===== src/rtl/tpu_mem_pkg.sv =====
// Shared types and width helpers for the operand buffer and its stream controller.
package tpu_mem_pkg;

    localparam int unsigned DEFAULT_DATA_WIDTH = 8;

    typedef enum logic {
        IDLE   = 1'b0,
        STREAM = 1'b1
    } stream_state_t;

    // Lane index width; kept at least one bit so a single-lane build still has a port.
    function automatic int unsigned calc_lw(input int unsigned lanes);
        return (lanes > 1) ? $clog2(lanes) : 1;
    endfunction

    function automatic int unsigned calc_ew(input int unsigned depth);
        return $clog2(depth + 1);
    endfunction

    // Step counter width: must hold T = depth + lanes - 1.
    function automatic int unsigned calc_tw(input int unsigned depth, input int unsigned lanes);
        return $clog2(depth + lanes);
    endfunction

endpackage


===== src/rtl/operand_stream_ctrl.sv =====
// Stream sequencer: IDLE/STREAM FSM, step counter, latched length/skew, busy/done.
module operand_stream_ctrl
    import tpu_mem_pkg::*;
#(
    parameter int unsigned  LANES = 4,
    parameter int unsigned  DEPTH = 4,
    localparam int unsigned EW    = calc_ew(DEPTH),
    localparam int unsigned TW    = calc_tw(DEPTH, LANES)
) (
    input  logic          clk,
    input  logic          rst_n,
    input  logic          i_start,
    input  logic          i_skew_en,
    input  logic [EW-1:0] i_stream_len,
    input  logic          i_stall,
    output logic          o_busy,
    output logic          o_done,
    output logic [TW-1:0] o_t,
    output logic          o_skew_q,
    output logic [EW-1:0] o_len_q,
    output logic [EW-1:0] o_len_eff_c,
    output logic          o_start_c,
    output logic          o_load_c,
    output logic          o_clear_c
);

    stream_state_t r_state, w_state_nxt;
    logic [TW-1:0] r_t, w_t_nxt;
    logic [TW-1:0] r_tlast, w_tlast_nxt;
    logic [EW-1:0] r_len, w_len_nxt;
    logic          r_skew, w_skew_nxt;
    logic          r_busy, w_busy_nxt;
    logic          r_done, w_done_nxt;
    logic [EW-1:0] w_len_eff;

    assign w_len_eff = ((i_stream_len == '0) || (i_stream_len > EW'(DEPTH))) ? EW'(DEPTH)
                                                                              : i_stream_len;

    always_ff @(posedge clk or negedge rst_n) begin
        if (!rst_n) begin
            r_state <= IDLE;
            r_t     <= '0;
            r_tlast <= '0;
            r_len   <= '0;
            r_skew  <= 1'b0;
            r_busy  <= 1'b0;
            r_done  <= 1'b0;
        end else begin
            r_state <= w_state_nxt;
            r_t     <= w_t_nxt;
            r_tlast <= w_tlast_nxt;
            r_len   <= w_len_nxt;
            r_skew  <= w_skew_nxt;
            r_busy  <= w_busy_nxt;
            r_done  <= w_done_nxt;
        end
    end

    always_comb begin
        w_state_nxt = r_state;
        w_t_nxt     = r_t;
        w_tlast_nxt = r_tlast;
        w_len_nxt   = r_len;
        w_skew_nxt  = r_skew;
        w_done_nxt  = 1'b0;
        o_start_c   = 1'b0;
        o_load_c    = 1'b0;
        o_clear_c   = 1'b0;
        case (r_state)
            IDLE: begin
                if (i_start) begin
                    w_state_nxt = STREAM;
                    w_t_nxt     = '0;
                    w_len_nxt   = w_len_eff;
                    w_skew_nxt  = i_skew_en;
                    // Stored as T-1 so the last-step test is a plain compare.
                    w_tlast_nxt = TW'(w_len_eff) + (i_skew_en ? TW'(LANES - 1) : TW'(0)) - TW'(1);
                    o_start_c   = 1'b1;
                    o_load_c    = 1'b1;
                end
            end
            STREAM: begin
                if (!i_stall) begin
                    if (r_t == r_tlast) begin
                        w_state_nxt = IDLE;
                        w_t_nxt     = '0;
                        w_done_nxt  = 1'b1;
                        o_clear_c   = 1'b1;
                    end else begin
                        w_t_nxt  = r_t + TW'(1);
                        o_load_c = 1'b1;
                    end
                end
            end
            default: w_state_nxt = IDLE;
        endcase
        w_busy_nxt = (w_state_nxt == STREAM);
    end

    assign o_busy      = r_busy;
    assign o_done      = r_done;
    assign o_t         = r_t;
    assign o_skew_q    = r_skew;
    assign o_len_q     = r_len;
    assign o_len_eff_c = w_len_eff;

endmodule


===== src/rtl/operand_buffer.sv =====
// LANES x DEPTH operand store with combinational manual reads and a skewed,
// registered stream readout for systolic-array edge injection.
module operand_buffer
    import tpu_mem_pkg::*;
#(
    parameter int unsigned  DATA_WIDTH = DEFAULT_DATA_WIDTH,
    parameter int unsigned  LANES      = 4,
    parameter int unsigned  DEPTH      = 4,
    localparam int unsigned LW         = calc_lw(LANES),
    localparam int unsigned EW         = calc_ew(DEPTH),
    localparam int unsigned TW         = calc_tw(DEPTH, LANES)
) (
    input  logic                        clk,
    input  logic                        rst_n,
    input  logic                        write_enable,
    input  logic [LW-1:0]               write_line,
    input  logic [EW-1:0]               write_elem,
    input  logic [DATA_WIDTH-1:0]       data_in,
    input  logic [LANES-1:0]            read_enable,
    input  logic [LANES*EW-1:0]         read_elem,
    input  logic                        start,
    input  logic                        skew_en,
    input  logic [EW-1:0]               stream_len,
    input  logic                        stall,
    output logic                        busy,
    output logic                        done,
    output logic [LANES-1:0]            stream_valid,
    output logic [LANES*DATA_WIDTH-1:0] data_out
);

    logic [DATA_WIDTH-1:0]       r_mem [LANES][DEPTH];
    logic [LANES*DATA_WIDTH-1:0] r_data;
    logic [LANES-1:0]            r_valid;

    logic [TW-1:0]               w_t;
    logic                        w_skew_q;
    logic [EW-1:0]               w_len_q;
    logic [EW-1:0]               w_len_eff;
    logic                        w_start;
    logic                        w_load;
    logic                        w_clear;

    logic [TW-1:0]               w_step;
    logic                        w_skew;
    logic [EW-1:0]               w_len;
    logic [LANES*DATA_WIDTH-1:0] w_manual;
    logic [LANES*DATA_WIDTH-1:0] w_stream_data;
    logic [LANES-1:0]            w_stream_valid;

    operand_stream_ctrl #(
        .LANES (LANES),
        .DEPTH (DEPTH)
    ) u_ctrl (
        .clk          (clk),
        .rst_n        (rst_n),
        .i_start      (start),
        .i_skew_en    (skew_en),
        .i_stream_len (stream_len),
        .i_stall      (stall),
        .o_busy       (busy),
        .o_done       (done),
        .o_t          (w_t),
        .o_skew_q     (w_skew_q),
        .o_len_q      (w_len_q),
        .o_len_eff_c  (w_len_eff),
        .o_start_c    (w_start),
        .o_load_c     (w_load),
        .o_clear_c    (w_clear)
    );

    // Cell-wise decode drops out-of-range line/elem writes without a range check.
    always_ff @(posedge clk or negedge rst_n) begin
        if (!rst_n) begin
            for (int l = 0; l < int'(LANES); l++) begin
                for (int e = 0; e < int'(DEPTH); e++) begin
                    r_mem[l][e] <= '0;
                end
            end
        end else if (write_enable) begin
            for (int l = 0; l < int'(LANES); l++) begin
                for (int e = 0; e < int'(DEPTH); e++) begin
                    if ((write_line == LW'(l)) && (write_elem == EW'(e))) begin
                        r_mem[l][e] <= data_in;
                    end
                end
            end
        end
    end

    always_comb begin
        w_manual = '0;
        for (int i = 0; i < int'(LANES); i++) begin
            for (int e = 0; e < int'(DEPTH); e++) begin
                if (read_enable[i] && (read_elem[i*EW +: EW] == EW'(e))) begin
                    w_manual[i*DATA_WIDTH +: DATA_WIDTH] = r_mem[i][e];
                end
            end
        end
    end

    // Step being loaded: step 0 with fresh settings on start, else t+1 with latched ones.
    assign w_step = w_start ? '0        : (w_t + TW'(1));
    assign w_skew = w_start ? skew_en   : w_skew_q;
    assign w_len  = w_start ? w_len_eff : w_len_q;

    always_comb begin
        logic [TW-1:0] w_off;
        w_stream_data  = '0;
        w_stream_valid = '0;
        for (int i = 0; i < int'(LANES); i++) begin
            w_off = w_skew ? TW'(i) : '0;
            for (int e = 0; e < int'(DEPTH); e++) begin
                if ((w_step >= w_off) && ((w_step - w_off) == TW'(e)) && (TW'(e) < TW'(w_len))) begin
                    w_stream_data[i*DATA_WIDTH +: DATA_WIDTH] = r_mem[i][e];
                    w_stream_valid[i]                         = 1'b1;
                end
            end
        end
    end

    always_ff @(posedge clk or negedge rst_n) begin
        if (!rst_n) begin
            r_data  <= '0;
            r_valid <= '0;
        end else if (w_clear) begin
            r_data  <= '0;
            r_valid <= '0;
        end else if (w_load) begin
            r_data  <= w_stream_data;
            r_valid <= w_stream_valid;
        end
    end

    assign stream_valid = r_valid;
    assign data_out     = busy ? r_data : w_manual;

endmodule


===== config.mk =====
export PLATFORM = sky130hd
export DESIGN_NAME = operand_buffer
export DESIGN_NICKNAME = d
export VERILOG_FILES = /design/src/rtl/tpu_mem_pkg.sv /design/src/rtl/operand_stream_ctrl.sv /design/src/rtl/operand_buffer.sv
export SDC_FILE = /design/constraint.sdc
export NUM_CORES = 1
export LEC_CHECK = 0
export CAP_MARGIN = 20
export CORE_AREA = 4 4 148 136
export DETAILED_ROUTE_END_ITERATION = 12
export DIE_AREA = 0 0 152 140
export PLACE_DENSITY_LB_ADDON = 0.12
export REMOVE_ABC_BUFFERS = 1
export SLEW_MARGIN = 40
export SYNTH_ARGS = -nofsm -noshare
export SYNTH_HDL_FRONTEND = slang
export SYNTH_SLANG_ARGS = --single-unit

===== constraint.sdc =====
create_clock -name clk -period 3.4 [get_ports clk]
set_clock_uncertainty 0.05 [all_clocks]
set_input_delay 0.85 -clock clk [delete_from_list [all_inputs] [get_ports clk]]
set_output_delay 0.85 -clock clk [all_outputs]
set_load 0.02 [all_outputs]

==> run_results.csv <==
group,metric,value,unit
run_status,outcome,"completed",
global_routing,met1_usage,0.3447,
die,start_util,0.4894,
placement,post-place-ws,-0.3204,ns
route,routed_via_density,6.267,
synthesis,ys.flop_type,"dfrtp_1",
global_routing,grt.met3_usage,0.05097,
route,routedWlPerCell,22.80,um
setup_path,worst-path-buf-inv,3,
route,drc,0,
setup_path,worst_ep_required_time,2.50,ns
setup_path,setup.worst_path.start,"read_elem[1]",
sta,max_freq,298.5,MHz
setup_path,cp_data_arrival_time,2.45,ns
cells_and_area,areaGrowthSynthToFinish,22.01,%
die,rows,48,
synthesis,ys_seq_elements,176,
global_routing,grt_max_degree,72,
route,drt_wl_total,26.43,mm
global_routing,grt_pass1_vias,7747,
clocking,clk_pin_slew_worst_paths,0.07,ns
clocking,htree_levels,4,
route,initialDrtViolationCount,646,
sta,slew_headroom,0.4714,
setup_path,crit_cells,8,
die,core_area,0.01874,mm^2
synthesis,netlist_instances,768,
placement,hpwl,17.34,mm
sta,worst_slack,0.04985,ns
cells_and_area,ff_latch_area,0.004405,mm^2
cells_and_area,fin_nets,943,
pwr,leakagePower,4.919,nW
die,die_w,152,um
cells_and_area,fin_cells,1159,
sta,hold_slack,0.3831,ns
cells_and_area,multi_input_area,0.004522,mm^2
synthesis,netlist_area,0.009170,mm^2
clocking,insertion_delay,0.43,ns
sta,worst_slew_pin_slew,0.7905,ns
setup_path,crit_chain,"clkdlybuf4s50_1 -> buf_4 -> mux2_2 -> a22oi_1 -> nor2_1 -> a21oi_1 -> o21ai_0 -> buf_2",
setup_path,critical-path-top-delay-family,"buffers and inverters",
cells_and_area,design_area,0.01119,mm^2
clocking,cts_root_buf,"clkbuf_16",
global_routing,met2_usage,0.4036,
setup_path,reg2reg_from,"u_ctrl.r_state",
pwr,ir_worst_vdd,563.8,uV
global_routing,grt_busiest_layer,"met2",
placement,place_area,0.01068,mm^2
setup_path,critPathMaxFanout,6,
route,drt-pass1-iter-count,6,
route,ant_nets,0,
synthesis,synth_cell_type_count,60,
sta,rsz0062_at_grt,"yes",
synthesis,yosysSeqAreaShare,0.4803,
cells_and_area,layout-drive-gt1-share,0.3575,
synthesis,syn_area_per_cell,11.94,um^2
pwr,p_per_area,800.8,mW/mm^2
sta,hold_viol,0,
die,io_pins,76,
sta,setup_violations,0,
setup_path,crit_path_start_kind,"input port",
hold_path,hp-class,"input port to asynchronous set/reset pin",
cells_and_area,fillers,1581,
sta,final.min_clock_period,3.350,ns
setup_path,worstRegToRegCells,11,
sta,timing.final.crit_share,0.9853,
synthesis,ys_async_sr_fraction,1.000,
cells_and_area,antenna_cells,0,
placement,io_buffers,75,
placement,placedCellCount,1125,
setup_path,crit_end,"data_out[0]",
flow_run,drv_cap,0,
synthesis,yosysWarnings,0,
setup_path,crit_slowest_cell,"clkdlybuf4s50_1",
global_routing,grt_first_pass_wirelength,42.58,mm
setup_path,crit_path_end_kind,"output port",
setup_path,worst-setup-path-type,"input port to output port",
die,die-area,0.02128,mm^2
clocking,numCtsBuffers,17,
placement,gp_congestion,0.8851,
clocking,numClockSinks,176,
setup_path,rr_endpoint,"r_data[30]",
global_routing,grt_antenna_before_repair,0,
sta,fin_tns_setup,0,ns
setup_path,slowest_delay,0.49,ns
die,die_y,140,um
global_routing,grt-ovfl-total,0,
clocking,cts_tree,"built",
synthesis,synth_edf_count,0,
setup_path,rrSetupSlack,0.51,ns
global_routing,gr-usage-all-layers,0.2527,
route,via_count,7264,
sta,slew_viol_final,0,
clocking,clockBufferDepth,2,
-- sequential cells by signal (all words and copies together), names as in the netlist --
register / flops
stream_valid: 4
u_ctrl.r_tlast: 3
u_ctrl.o_len_q: 3
r_data: 32
u_ctrl.o_skew_q: 1
u_ctrl.o_done: 1
r_mem: 128
u_ctrl.r_state: 1
u_ctrl.o_t: 3
-- placed cells by master (no fill, tap or decap), types with 9 or more instances in the layout --
| cell | Yosys | layout |
|---|---|---|
| dfrtp_1 | 176 | 175 |
| mux2_2 | 140 | 140 |
| buf_4 | 6 | 72 |
| nand2_1 | 59 | 59 |
| clkdlybuf4s50_1 | 0 | 39 |
| a22o_1 | 30 | 30 |
| nor2_1 | 29 | 29 |
| o21ai_0 | 29 | 29 |
| a22oi_1 | 28 | 24 |
| buf_2 | 1 | 21 |
| mux4_2 | 20 | 20 |
| o21ai_1 | 18 | 18 |
| clkbuf_16 | 0 | 17 |
| a21oi_1 | 16 | 16 |
| o22ai_1 | 16 | 16 |
| inv_1 | 14 | 14 |
| nand3_1 | 11 | 11 |
| nand2b_1 | 9 | 9 |
| nor2b_1 | 10 | 9 |
-- metal layers --
metal	vias to the layer above	wire length, um
li1	3168	-
met5	-	0
met4	0	776
met3	56	1543
met2	300	12450
met1	3740	11660
-- worst min-delay path by stage --
stage / slack, ns / to / startpoint
finish: 0.38 / r_data[4] / rst_n
global route: 0.43 / r_mem[108] / rst_n
CTS: 0.39 / r_mem[105] / rst_n
detailed placement: 0.43 / u_ctrl.r_tlast[1] / u_ctrl.r_tlast[1]
global placement: 0.43 / r_data[11] / r_data[11]
floorplan: 0.41 / r_data[10] / r_data[10]
-- per-stage QoR --
stage                     power [W]  utilization
after CTS                  0.008963       0.6011
after global routing       0.009459       0.5971
after detailed placement   0.007019       0.5699
final                      0.008959       0.5971
after floorplan            0.005259            -
after global placement     0.006873       0.5696
-- report_power, final --
part           total [W]  switching [W]  internal (W)
clock network    0.00196       0.000871       0.00109
logic            0.00404        0.00227       0.00177
registers        0.00296       0.000378       0.00258
-- worst reg2reg max path: stages, from the launching register on --
cell and delay, ns:
dfrtp_2 0.50, and3b_1 0.30, a21o_1 0.13, ha_1 0.17, inv_1 0.06, fa_1 0.42, or3_1 0.36, o21ai_0 0.11
nor2b_2 0.21, nand3_1 0.09, buf_4 0.18, o21ai_0 0.21
-- cell usage after synthesis, types with 5 or more instances --
cell type | count | area, um^2
a21boi_0 | 8 | 60.06
a21oi_1 | 16 | 80.08
a221oi_1 | 8 | 70.07
a222oi_1 | 8 | 80.08
a22o_1 | 30 | 262.8
a22oi_1 | 28 | 210.2
a32oi_1 | 8 | 70.07
buf_4 | 6 | 45.04
clkbuf_1 | 31 | 116.4
dfrtp_1 | 176 | 4404
ha_1 | 8 | 100.1
inv_1 | 14 | 52.55
mux2_2 | 140 | 1577
mux2i_1 | 8 | 80.08
mux4_2 | 20 | 450.4
nand2_1 | 59 | 221.5
nand2b_1 | 9 | 56.30
nand3_1 | 11 | 55.05
nor2_1 | 29 | 108.9
nor2b_1 | 10 | 62.56
nor3b_1 | 5 | 37.54
o21ai_0 | 29 | 145.1
o21ai_1 | 18 | 90.09
o221ai_1 | 8 | 70.07
o22ai_1 | 16 | 100.1
-- what timing repair did --
action / CTS / global route
gates cloned: 0 / 0
buffers inserted: 0 / 2
endpoints found under the setup margin: 32 / 24
resized for setup: 107 / 24
hold buffers: 0 / 0
-- layout make-up --
| class | count | share of cell area |
|---|---|---|
| Clock buffer | 17 | 0.03802 |
| Inverter | 15 | 0.005032 |
| Tap cell | 250 | 0.02796 |
| Clock inverter | 15 | 0.01409 |
| Multi-Input combinational cell | 532 | 0.4042 |
| Timing Repair Buffer | 154 | 0.1170 |
| Sequential cell | 176 | 0.3938 |
-- logic make-up after synthesis --
family,Yosys count,share of synthesized area
AO/OA/AOI/OAI,190,0.1461
XOR/XNOR,8,0.007640
adder cells (fa/ha/maj),12,0.01651
buffers and inverters,60,0.02961
flip-flops,176,0.4803
multiplexers,170,0.2328
AND/OR/NAND/NOR,152,0.08705
Power figures use the tool's default switching activity.
